## config.mk

```make
export PLATFORM = sky130hd
export DESIGN_NAME = phase_unwrapper
export DESIGN_NICKNAME = d
export VERILOG_FILES = /design/src/rtl/phase_unwrapper.sv
export SDC_FILE = /design/constraint.sdc
export NUM_CORES = 1
export LEC_CHECK = 0
export CAP_MARGIN = 20
export CORE_MARGIN = 3
export CORE_UTILIZATION = 25
export CTS_CLUSTER_SIZE = 30
export DETAILED_ROUTE_END_ITERATION = 10
export PLACE_DENSITY = 0.37
export SKIP_CTS_REPAIR_TIMING = 1
export SYNTH_ARGS = -nofsm -noshare
export SYNTH_HDL_FRONTEND = slang
export SYNTH_SLANG_ARGS = --single-unit
```

## constraint.sdc

```tcl
create_clock -name clk_i -period 21.3 [get_ports clk_i]
set_input_delay 6.39 -clock clk_i [delete_from_list [all_inputs] [get_ports clk_i]]
set_output_delay 6.39 -clock clk_i [all_outputs]
set_load 0.1 [all_outputs]
```

## src/rtl/phase_unwrapper.sv

```systemverilog
// Phase unwrapper: turns wrapped CORDIC phase samples into a continuous multi-turn phase,
// with a saturating accumulator, sticky overflow flag and boxcar-decimated average.
module phase_unwrapper #(
  parameter int unsigned PHASE_WIDTH = 24,
  parameter int unsigned OUT_WIDTH   = 32,
  parameter int unsigned LOG2_AVG    = 4
) (
  input  logic                   clk_i,
  input  logic                   reset_ni,
  input  logic [PHASE_WIDTH-1:0] phi_i,
  input  logic                   phi_valid_i,
  input  logic                   clear_i,
  output logic [OUT_WIDTH-1:0]   unwrapped_o,
  output logic [OUT_WIDTH-1:0]   avg_o,
  output logic                   avg_valid_o,
  output logic                   overflow_o
);

  localparam int unsigned SumW = OUT_WIDTH + LOG2_AVG;
  localparam int unsigned CntW = LOG2_AVG + 1;
  localparam logic [CntW-1:0] AvgLen = CntW'(2 ** LOG2_AVG);
  localparam logic [OUT_WIDTH-1:0] MaxVal = {1'b0, {(OUT_WIDTH - 1){1'b1}}};
  localparam logic [OUT_WIDTH-1:0] MinVal = {1'b1, {(OUT_WIDTH - 1){1'b0}}};

  typedef enum logic [0:0] {StEmpty, StRun} state_e;

  state_e                 state_q, state_d;
  logic [PHASE_WIDTH-1:0] phi_prev_q, phi_prev_d;
  logic [OUT_WIDTH-1:0]   unwrapped_q, unwrapped_d;
  logic [OUT_WIDTH-1:0]   avg_q, avg_d;
  logic                   avg_valid_q, avg_valid_d;
  logic                   overflow_q, overflow_d;
  logic [SumW-1:0]        sum_q, sum_d;
  logic [CntW-1:0]        count_q, count_d;

  logic signed [PHASE_WIDTH-1:0] delta;
  logic signed [OUT_WIDTH:0]     acc;
  logic signed [OUT_WIDTH-1:0]   new_unw;
  logic signed [SumW-1:0]        sum_base, sum_next;
  logic [CntW-1:0]               cnt_base, cnt_next;
  logic                          first;
  logic                          sat_hit;

  always_comb begin
    state_d     = state_q;
    phi_prev_d  = phi_prev_q;
    unwrapped_d = unwrapped_q;
    avg_d       = avg_q;
    avg_valid_d = 1'b0;
    overflow_d  = overflow_q;
    sum_d       = sum_q;
    count_d     = count_q;

    // Modular subtraction yields the shortest signed step; -half-scale stays negative.
    delta = phi_i - phi_prev_q;
    acc   = $signed({unwrapped_q[OUT_WIDTH-1], unwrapped_q}) + (OUT_WIDTH + 1)'(delta);
    first = clear_i || (state_q == StEmpty);

    sat_hit = 1'b0;
    if (first) begin
      new_unw = OUT_WIDTH'($signed(phi_i));
    end else if (acc[OUT_WIDTH] != acc[OUT_WIDTH-1]) begin
      sat_hit = 1'b1;
      new_unw = acc[OUT_WIDTH] ? MinVal : MaxVal;
    end else begin
      new_unw = acc[OUT_WIDTH-1:0];
    end

    sum_base = first ? '0 : $signed(sum_q);
    cnt_base = first ? '0 : count_q;
    sum_next = sum_base + SumW'(new_unw);
    cnt_next = cnt_base + CntW'(1);

    if (clear_i) begin
      state_d    = StEmpty;
      sum_d      = '0;
      count_d    = '0;
      overflow_d = 1'b0;
    end

    if (phi_valid_i) begin
      state_d     = StRun;
      phi_prev_d  = phi_i;
      unwrapped_d = new_unw;
      if (sat_hit) begin
        overflow_d = 1'b1;
      end
      if (cnt_next == AvgLen) begin
        avg_d       = OUT_WIDTH'(sum_next >>> LOG2_AVG);
        avg_valid_d = 1'b1;
        sum_d       = '0;
        count_d     = '0;
      end else begin
        sum_d   = sum_next;
        count_d = cnt_next;
      end
    end
  end

  always_ff @(posedge clk_i or negedge reset_ni) begin
    if (!reset_ni) begin
      state_q     <= StEmpty;
      phi_prev_q  <= '0;
      unwrapped_q <= '0;
      avg_q       <= '0;
      avg_valid_q <= 1'b0;
      overflow_q  <= 1'b0;
      sum_q       <= '0;
      count_q     <= '0;
    end else begin
      state_q     <= state_d;
      phi_prev_q  <= phi_prev_d;
      unwrapped_q <= unwrapped_d;
      avg_q       <= avg_d;
      avg_valid_q <= avg_valid_d;
      overflow_q  <= overflow_d;
      sum_q       <= sum_d;
      count_q     <= count_d;
    end
  end

  assign unwrapped_o = unwrapped_q;
  assign avg_o       = avg_q;
  assign avg_valid_o = avg_valid_q;
  assign overflow_o  = overflow_q;

endmodule

```

======== Word level (Yosys, flattened, before mapping) ========
Index checks and enable logic that the tools add are counted.
storage, ports and cells
  bits in registers ....................... 132
  output and inout bits ................... 66
  logic and storage cells ................. 38
operators by class
  $add $sub $neg .......................... 4
  equal/unequal tests ..................... 2
  multiplexer cells ....................... 20
  bitwise logic cells ..................... 1
  reduce and logical (&&, ||, !) cells .... 3
operators with widths
  cell                                          number
  two-way mux 36 bit                            4
  two-way mux 32 bit                            3
  adder 36 x 32 -> 36 bit                       1
  adder 32 x 24 -> 33 bit                       1
  subtractor 24 bit                             1
  two-way mux 5 bit                             4
  two-way mux 1 bit                             9
  adder 5 x 1 -> 5 bit (second input constant)  1
  == test 5 bit (second input constant)         1
  AND reduction 2 bit                           1
  nonzero test 2 bit                            1
  logical OR 1 bit                              1
  inequality test 1 bit                         1
  inverter 1 bit                                1

======== Logic depth before layout (Yosys ltp) ========
Gate-level depths: netlist (run 1).
  depth in word-level cells ............... 8
  depth in mapped cells ................... 36
  depth with buffers taken out ............ 34

======== Least setup slack after synthesis (run 1) ========
Ideal clock, no wire load.
  path type ............................... input-to-reg
  start ................................... input port phi_i[1]
  end ..................................... register avg_q[28] (netlist: avg_o[28])
  arrival ................................. 13.612 ns
  data required time ...................... 21.175 ns
  path slack .............................. 7.562 ns
  cell stages on the path ................. 30
  buffers on the path ..................... 2
  cells stage by stage .................... ha_1 > nor2b_1 > o31a_1 > o311a_1 > o41a_1 > a22o_1 > a211o_1 > a31o_2 > a21oi_1 > xnor2_1 > ha_1 > buf_2 > and3_1 > and2_1 > and3_1 > a21oi_1 > nand3_4 > a311o_2 > buf_6 > a211oi_2 > nor2_1 > ha_1 > nand3_1 > or2_2 > o31ai_1 > a41oi_1 > o21ai_0 > a31oi_1 > xnor2_1 > mux2_2
between the ends
  cells in the longest elaborated chain, start to end .. 6
ends and longest elaborated chain
  item                                                         RTL line  RTL
  start: declaration                                           10        input logic [PHASE_WIDTH-1:0] phi_i,
  subtractor 24 bit *                                          55        delta = phi_i - phi_prev_q;
  adder 32 x 24 -> 33 bit *                                    56        acc = $signed({unwrapped_q[OUT_WIDTH-1], unwrapped_q}) + (OUT_WIDTH + 1)'(delta);
  two-way mux 32 bit or inequality test 1 bit (tied branches)  64, 62
  two-way mux 32 bit *                                         62        end else if (acc[OUT_WIDTH] != acc[OUT_WIDTH-1]) begin
  two-way mux 32 bit *                                         60        if (first) begin
  via new_unw[13]                                              38        logic signed [OUT_WIDTH-1:0] new_unw;
  adder 36 x 32 -> 36 bit *                                    71        sum_next = sum_base + SumW'(new_unw);
  end signal: assignment                                       114       avg_q <= avg_d;
  end: declaration                                             30        logic [OUT_WIDTH-1:0] avg_q, avg_d;
The timed path passes the listed nets; every way through them passes the cells marked *.
A chain may end at the register's enable or synchronous reset.

======== Final worst setup path (run 1) ========
Ends and elaborated chain as after synthesis.

==> impl_metrics.toml, run 1 <==
[worst_setup_path]
crit_type = "in -> reg"
startpoint = "phi_i[1]"
cp.required_ns = 21.63
cp_max_fo = 26
crit_slowest_cell = "a311o_2"
end_kind = "flop"
crit_arrival_ns = 15.83
r2r_end = "avg_o[28]"
r2r_cells = 32
cp_slowest_stage_delay_ns = 0.67
r2r_setup_slack_ns = 11.86
r2r_start = "phi_prev_q[1]"
endpoint = "avg_o[28]"
start_kind = "input port"

[global_routing]
grt_usage_pct = 16.07
grt_overflow = 0
grt_max_degree = 84
antenna_found_initial = 1
grt_pass1_vias = 9392
grt_pass1_wl_um = 55620

[clock_tree]
clock-sinks = 132
ctsHtreeMaxLevel = 4
cts-root-buf = "clkbuf_16"
cts_buffers = 17
worstSkewPairLatency_ns = 0.45
clockBufferDepth = 2
cts_tree = "built"
cts.clk_slew.worst_paths_ns = 0.06

[hold_path]
hold_start = "sum_q[3]"
hold_path.class = "reg -> reg"

[logic_synthesis]
netlist.area_leader.share_pct = 31.25
synth_edf_count = 0
synth_flop_cell = "dfrtp_1"
ys_ff_latch = 132
yosysWarningCount = 0
async_flop_share_pct = 100.0
ys_seq_area_share_pct = 31.25
synth.area.top_cells = "dfrtp_1 (31%), ha_1 (11%), xnor2_1 (4.6%)"
syn-cell-area_um2 = 10570
synthesis.nets = 1339
syn_inst = 1216
synth_cell_types = 75
synth_top_cell_by_area = "dfrtp_1"
avgSynthCellArea_um2 = 8.694

[placement]
place_hpwl_um = 25920
placed_area_um2 = 12070
numPortBuffers = 93
post-place-ws_ns = 5.301
gp_congestion = 0.8266

[cells_and_area]
layout-drive-gt1-share_pct = 8.749
mostFrequentLayoutCells = "dfrtp_1 (132), nand2_1 (113), ha_1 (92)"
multiInputGateArea_um2 = 6863
seq_area_um2 = 3303
syn_to_final_growth_pct = 19.65
n_antenna_cell = 0
final_common_cell = "dfrtp_1"
finalNetCount = 1413
nFillCells = 4400
stdcell_area_um2 = 12650

[timing]
slew_violations = 0
worstMarginPinSlew_ns = 1.006
period_needed_ns = 15.50
setup_ws_ns = 5.799
setup_viol = 0
timing.setup.tns_ns = 0
finalClockSkew_ns = 0.01816
final_hold_viol_count = 0
grt_setup_unrepaired = "false"
slew_headroom_pct = 32.76
fmax_mhz = 64.51
fin_crit_sh_pct = 72.77

[die]
core_area_um2 = 41290
die_h_um = 211.6
num_rows = 74
dieWidth_um = 211.6
io_pins = 94
start_util_pct = 25.60
dieArea_um2 = 44790

[drt]
vias = 9225
ant_nets = 0
first_iter_violations = 534
drt_first_pass_iters = 4
viasPerCell = 5.027
drc_errors = 0
routed_wl_um = 35250
wl_per_cell_um = 19.21

[power_and_ir_drop]
p_leak_nw = 5.582
p_per_area_nw_per_um2 = 156.6
ir_worst_vdd_mv = 0.05542

[job]
cap_violations = 0

[status]
status = "complete, no violations"
[state kept, by name (all words and copies together), names as in the netlist]
signal and count:
phi_prev_q 24, avg_valid_o 1, count_q 5, sum_q 36, unwrapped_o 32, avg_o 32
overflow_o 1, state_q 1
[through the flow]
stage | std cells | utilization (%) | hold WS, ns | total power, mW
3_5_place_dp | 1803 | 29.22 | 0.4647 | 1.680
6_report | 1835 | 30.63 | 0.4685 | 1.981
4_1_cts | 1835 | 30.63 | 0.4791 | 2.001
2_1_floorplan | 1216 | - | 0.4418 | 1.340
5_1_grt | 1835 | 30.63 | 0.5047 | 2.138
3_3_place_gp | 1803 | 29.22 | 0.4564 | 1.689
[final cells by class]
class                           count  area share, %
Clock buffer                       19          3.423
Inverter                           58          1.721
Tap cell                          532          5.263
Sequential cell                   132          26.12
Timing Repair Buffer              105          8.042
Clock inverter                     13          1.177
Multi-Input combinational cell    976          54.26
[critical path, delay by kind of cell]
| family | cells | cell delay (ns) |
|---|---|---|
| xor+xnor | 2 | 0.52 |
| mux | 1 | 0.27 |
| buf+inv | 2 | 0.73 |
| simple gates | 3 | 0.55 |
| fa+ha+maj | 3 | 1.04 |
| compound gates | 21 | 6.32 |
[cell families (layout without fill, tap and decap cells)]
kind of cell	after synthesis	count (layout)	synth area share (%)
compound gates	396	396	25.84
mux	33	33	3.515
buf+inv	108	195	4.154
simple gates	375	375	17.41
flops	132	132	31.25
fa+ha+maj	95	95	11.46
xor+xnor	77	77	6.379
[routing by layer]
metal | GRT usage [%] | share of wire [%] | wire, um | vias to the layer above
li1 | - | - | - | 4591
met1 | 23.28 | 51 | 18090 | 4456
met2 | 25.01 | 44 | 15570 | 147
met3 | 2.430 | 3.0 | 1058 | 29
met4 | 4.203 | 1.4 | 507 | 2
met5 | 0 | 0.048 | 17 | -
[report_power, final]
group	internal [mW]	switching [mW]	leakage, nW
sequential	0.312	0.0491	1.68
clock	0.174	0.133	0.275
combinational	0.450	0.863	3.63
[cells in the mapped netlist, types with 8 or more instances]
library cell  number
nand3_1           28
a211oi_2          11
nor2b_1           11
a21oi_1           88
and3_1            16
a31oi_1           19
nor3_1            14
xor2_1            21
and2_1            48
o22ai_1           11
o211ai_1           8
dfrtp_1          132
ha_1              92
a211oi_1          13
o221ai_1          14
o21ai_0           89
nor2_1            83
o21a_1             9
o21bai_1          11
nand2_1          113
a21o_1            29
xnor2_1           56
nand4_1            9
mux2_2            33
a22o_1            31
nand2b_1          20
clkbuf_1          39
inv_1             58
a211o_1            8
[worst min-delay path by stage]
stage	to	slack [ns]	cells after the start
floorplan	sum_q[10]	0.44	2
finish	sum_q[3]	0.47	2
CTS	sum_q[3]	0.48	2
global placement	sum_q[10]	0.46	2
detailed placement	sum_q[3]	0.46	2
global route	sum_q[14]	0.50	1
(Power assumes the default switching activity.)
==> run 2, diff against run 1 <==
clock period = 16 ns   (was 21.3 ns; I/O delays follow)
==> run 2 against run 1 <==
Sequential cell count unchanged. Worst hold slack improved by 0.0050 ns. Non-clock buffer count unchanged. Combinational power increased by 33%. Die area unchanged. Global-route usage about the same. Cell area about the same. Highest routed layer unchanged. Clock power increased by 36%. Sequential power increased by 34%. Sequential share of layout area about the same.
==> impl_metrics.toml, run 2 (same netlist as run 1, synthesis figures left out) <==
[worst_setup_path]
crit_arrival_ns = 14.24
cp_slowest_stage_delay_ns = 0.66
crit_type = "in -> reg"
cp.required_ns = 16.34
crit_slowest_cell = "a311o_2"
end_kind = "flop"
cp_max_fo = 26
start_kind = "input port"

[clock_tree]
cts.clk_slew.worst_paths_ns = 0.06
clockBufferDepth = 2
ctsHtreeMaxLevel = 4
cts-root-buf = "clkbuf_16"
worstSkewPairLatency_ns = 0.46
clock-sinks = 132
cts_tree = "built"
cts_buffers = 17

[die]
num_rows = 74
start_util_pct = 25.60
die_h_um = 211.6
dieWidth_um = 211.6
dieArea_um2 = 44790
io_pins = 94
core_area_um2 = 41290

[drt]
viasPerCell = 5.020
drc_errors = 0
first_iter_violations = 467
wl_per_cell_um = 19.08
vias = 9211
ant_nets = 0
routed_wl_um = 35010
drt_first_pass_iters = 5

[timing]
fmax_mhz = 71.94
final_hold_viol_count = 0
slew_headroom_pct = 31.95
slew_violations = 0
timing.setup.tns_ns = 0
grt_setup_unrepaired = "false"
setup_viol = 0
fin_crit_sh_pct = 86.88
period_needed_ns = 13.90
worstMarginPinSlew_ns = 1.018
finalClockSkew_ns = 0.01403

[cells_and_area]
finalNetCount = 1413
n_antenna_cell = 0
mostFrequentLayoutCells = "dfrtp_1 (132), nand2_1 (113), ha_1 (92)"
final_core_util_pct = 30.66
final_common_cell = "dfrtp_1"
layout-drive-gt1-share_pct = 8.903
nFillCells = 4392
syn_to_final_growth_pct = 19.75
largest_reg_flops = 36
stdcell_area_um2 = 12660
regMostFlops = "sum_q"

[global_routing]
grt_overflow = 0
grt_pass1_wl_um = 55370
antenna_found_initial = 2
grt_max_degree = 84
grt_pass1_vias = 9463
grt_usage_pct = 16.06

[status]
status = "complete, no violations"

[placement]
placed_area_um2 = 12070
gp_congestion = 0.8345
place_hpwl_um = 25890
numPortBuffers = 93

[power_and_ir_drop]
swShare_pct = 52.79
internal_power_mw = 1.247
p_seq_share_pct = 18.2
pwr-share-comb_pct = 66.0
p_clk_share_pct = 15.8
switchingPower_mw = 1.395
p_per_area_nw_per_um2 = 208.7
p_leak_nw = 5.594
ir_worst_vdd_mv = 0.07380

[hold_path]
hold_path.class = "reg -> reg"

[job]
cap_violations = 0
[run 2: worst paths after layout]
kind | start | endpoint | slack [ns] | cells past startpoint
max | phi_i[1] | avg_o[28] | 2.10 | 32
min | sum_q[3] | sum_q[3] | 0.47 | 2
max reg2reg | phi_prev_q[1] | avg_o[28] | 6.54 | 32
min reg2reg | sum_q[3] | sum_q[3] | 0.47 | 2
max in group asynchronous | reset_ni | sum_q[31] | 10.23 | 2
min in group asynchronous | reset_ni | phi_prev_q[13] | 4.35 | 1
[run 2: layout make-up]
type	instances	area (um^2)	share of cell area, %
clock buffers	17	425.4	3.360
inverters	58	217.7	1.720
clock inverters	15	167.7	1.324
well taps	532	665.6	5.258
repair buffers	105	1017	8.035
flip-flops and latches	132	3303	26.09
multi-input cells	976	6863	54.21
[run 2: critical path, delay by kind of cell]
family / cells / cell delay, ns
compound gates: 21 / 6.28
xor+xnor: 2 / 0.52
fa+ha+maj: 3 / 1.13
buf+inv: 2 / 0.66
mux: 1 / 0.27
simple gates: 3 / 0.54
[run 2: power groups by stage]
stage                     Clock [mW]  Sequential (mW)  Combinational (mW)
after CTS                      0.431            0.484                1.75
after global routing           0.446            0.494                1.91
after detailed placement           0            0.489                1.75
final                          0.417            0.482                1.74
after global placement             0            0.489                1.76
after floorplan                    0            0.714                1.07
[run 2: through the flow]
stage | hold WS [ns] | power (mW) | cells | worst slack, ns
CTS | 0.4822 | 2.668 | 1835 | 2.123
detailed placement | 0.4681 | 2.235 | 1803 | 1.604
floorplan | 0.4418 | 1.784 | 1216 | 3.852
global route | 0.5107 | 2.852 | 1835 | 1.426
global placement | 0.4564 | 2.250 | 1803 | 1.716
finish | 0.4736 | 2.642 | 1835 | 2.099
[run 2: per-layer routing]
metal	track usage, %	share of wire (%)	up-vias
met4	4.827	1.8	4
met1	22.81	51	4419
met3	2.875	3.1	39
met2	24.90	44	153
li1	-	-	4596
met5	0	0.077	-
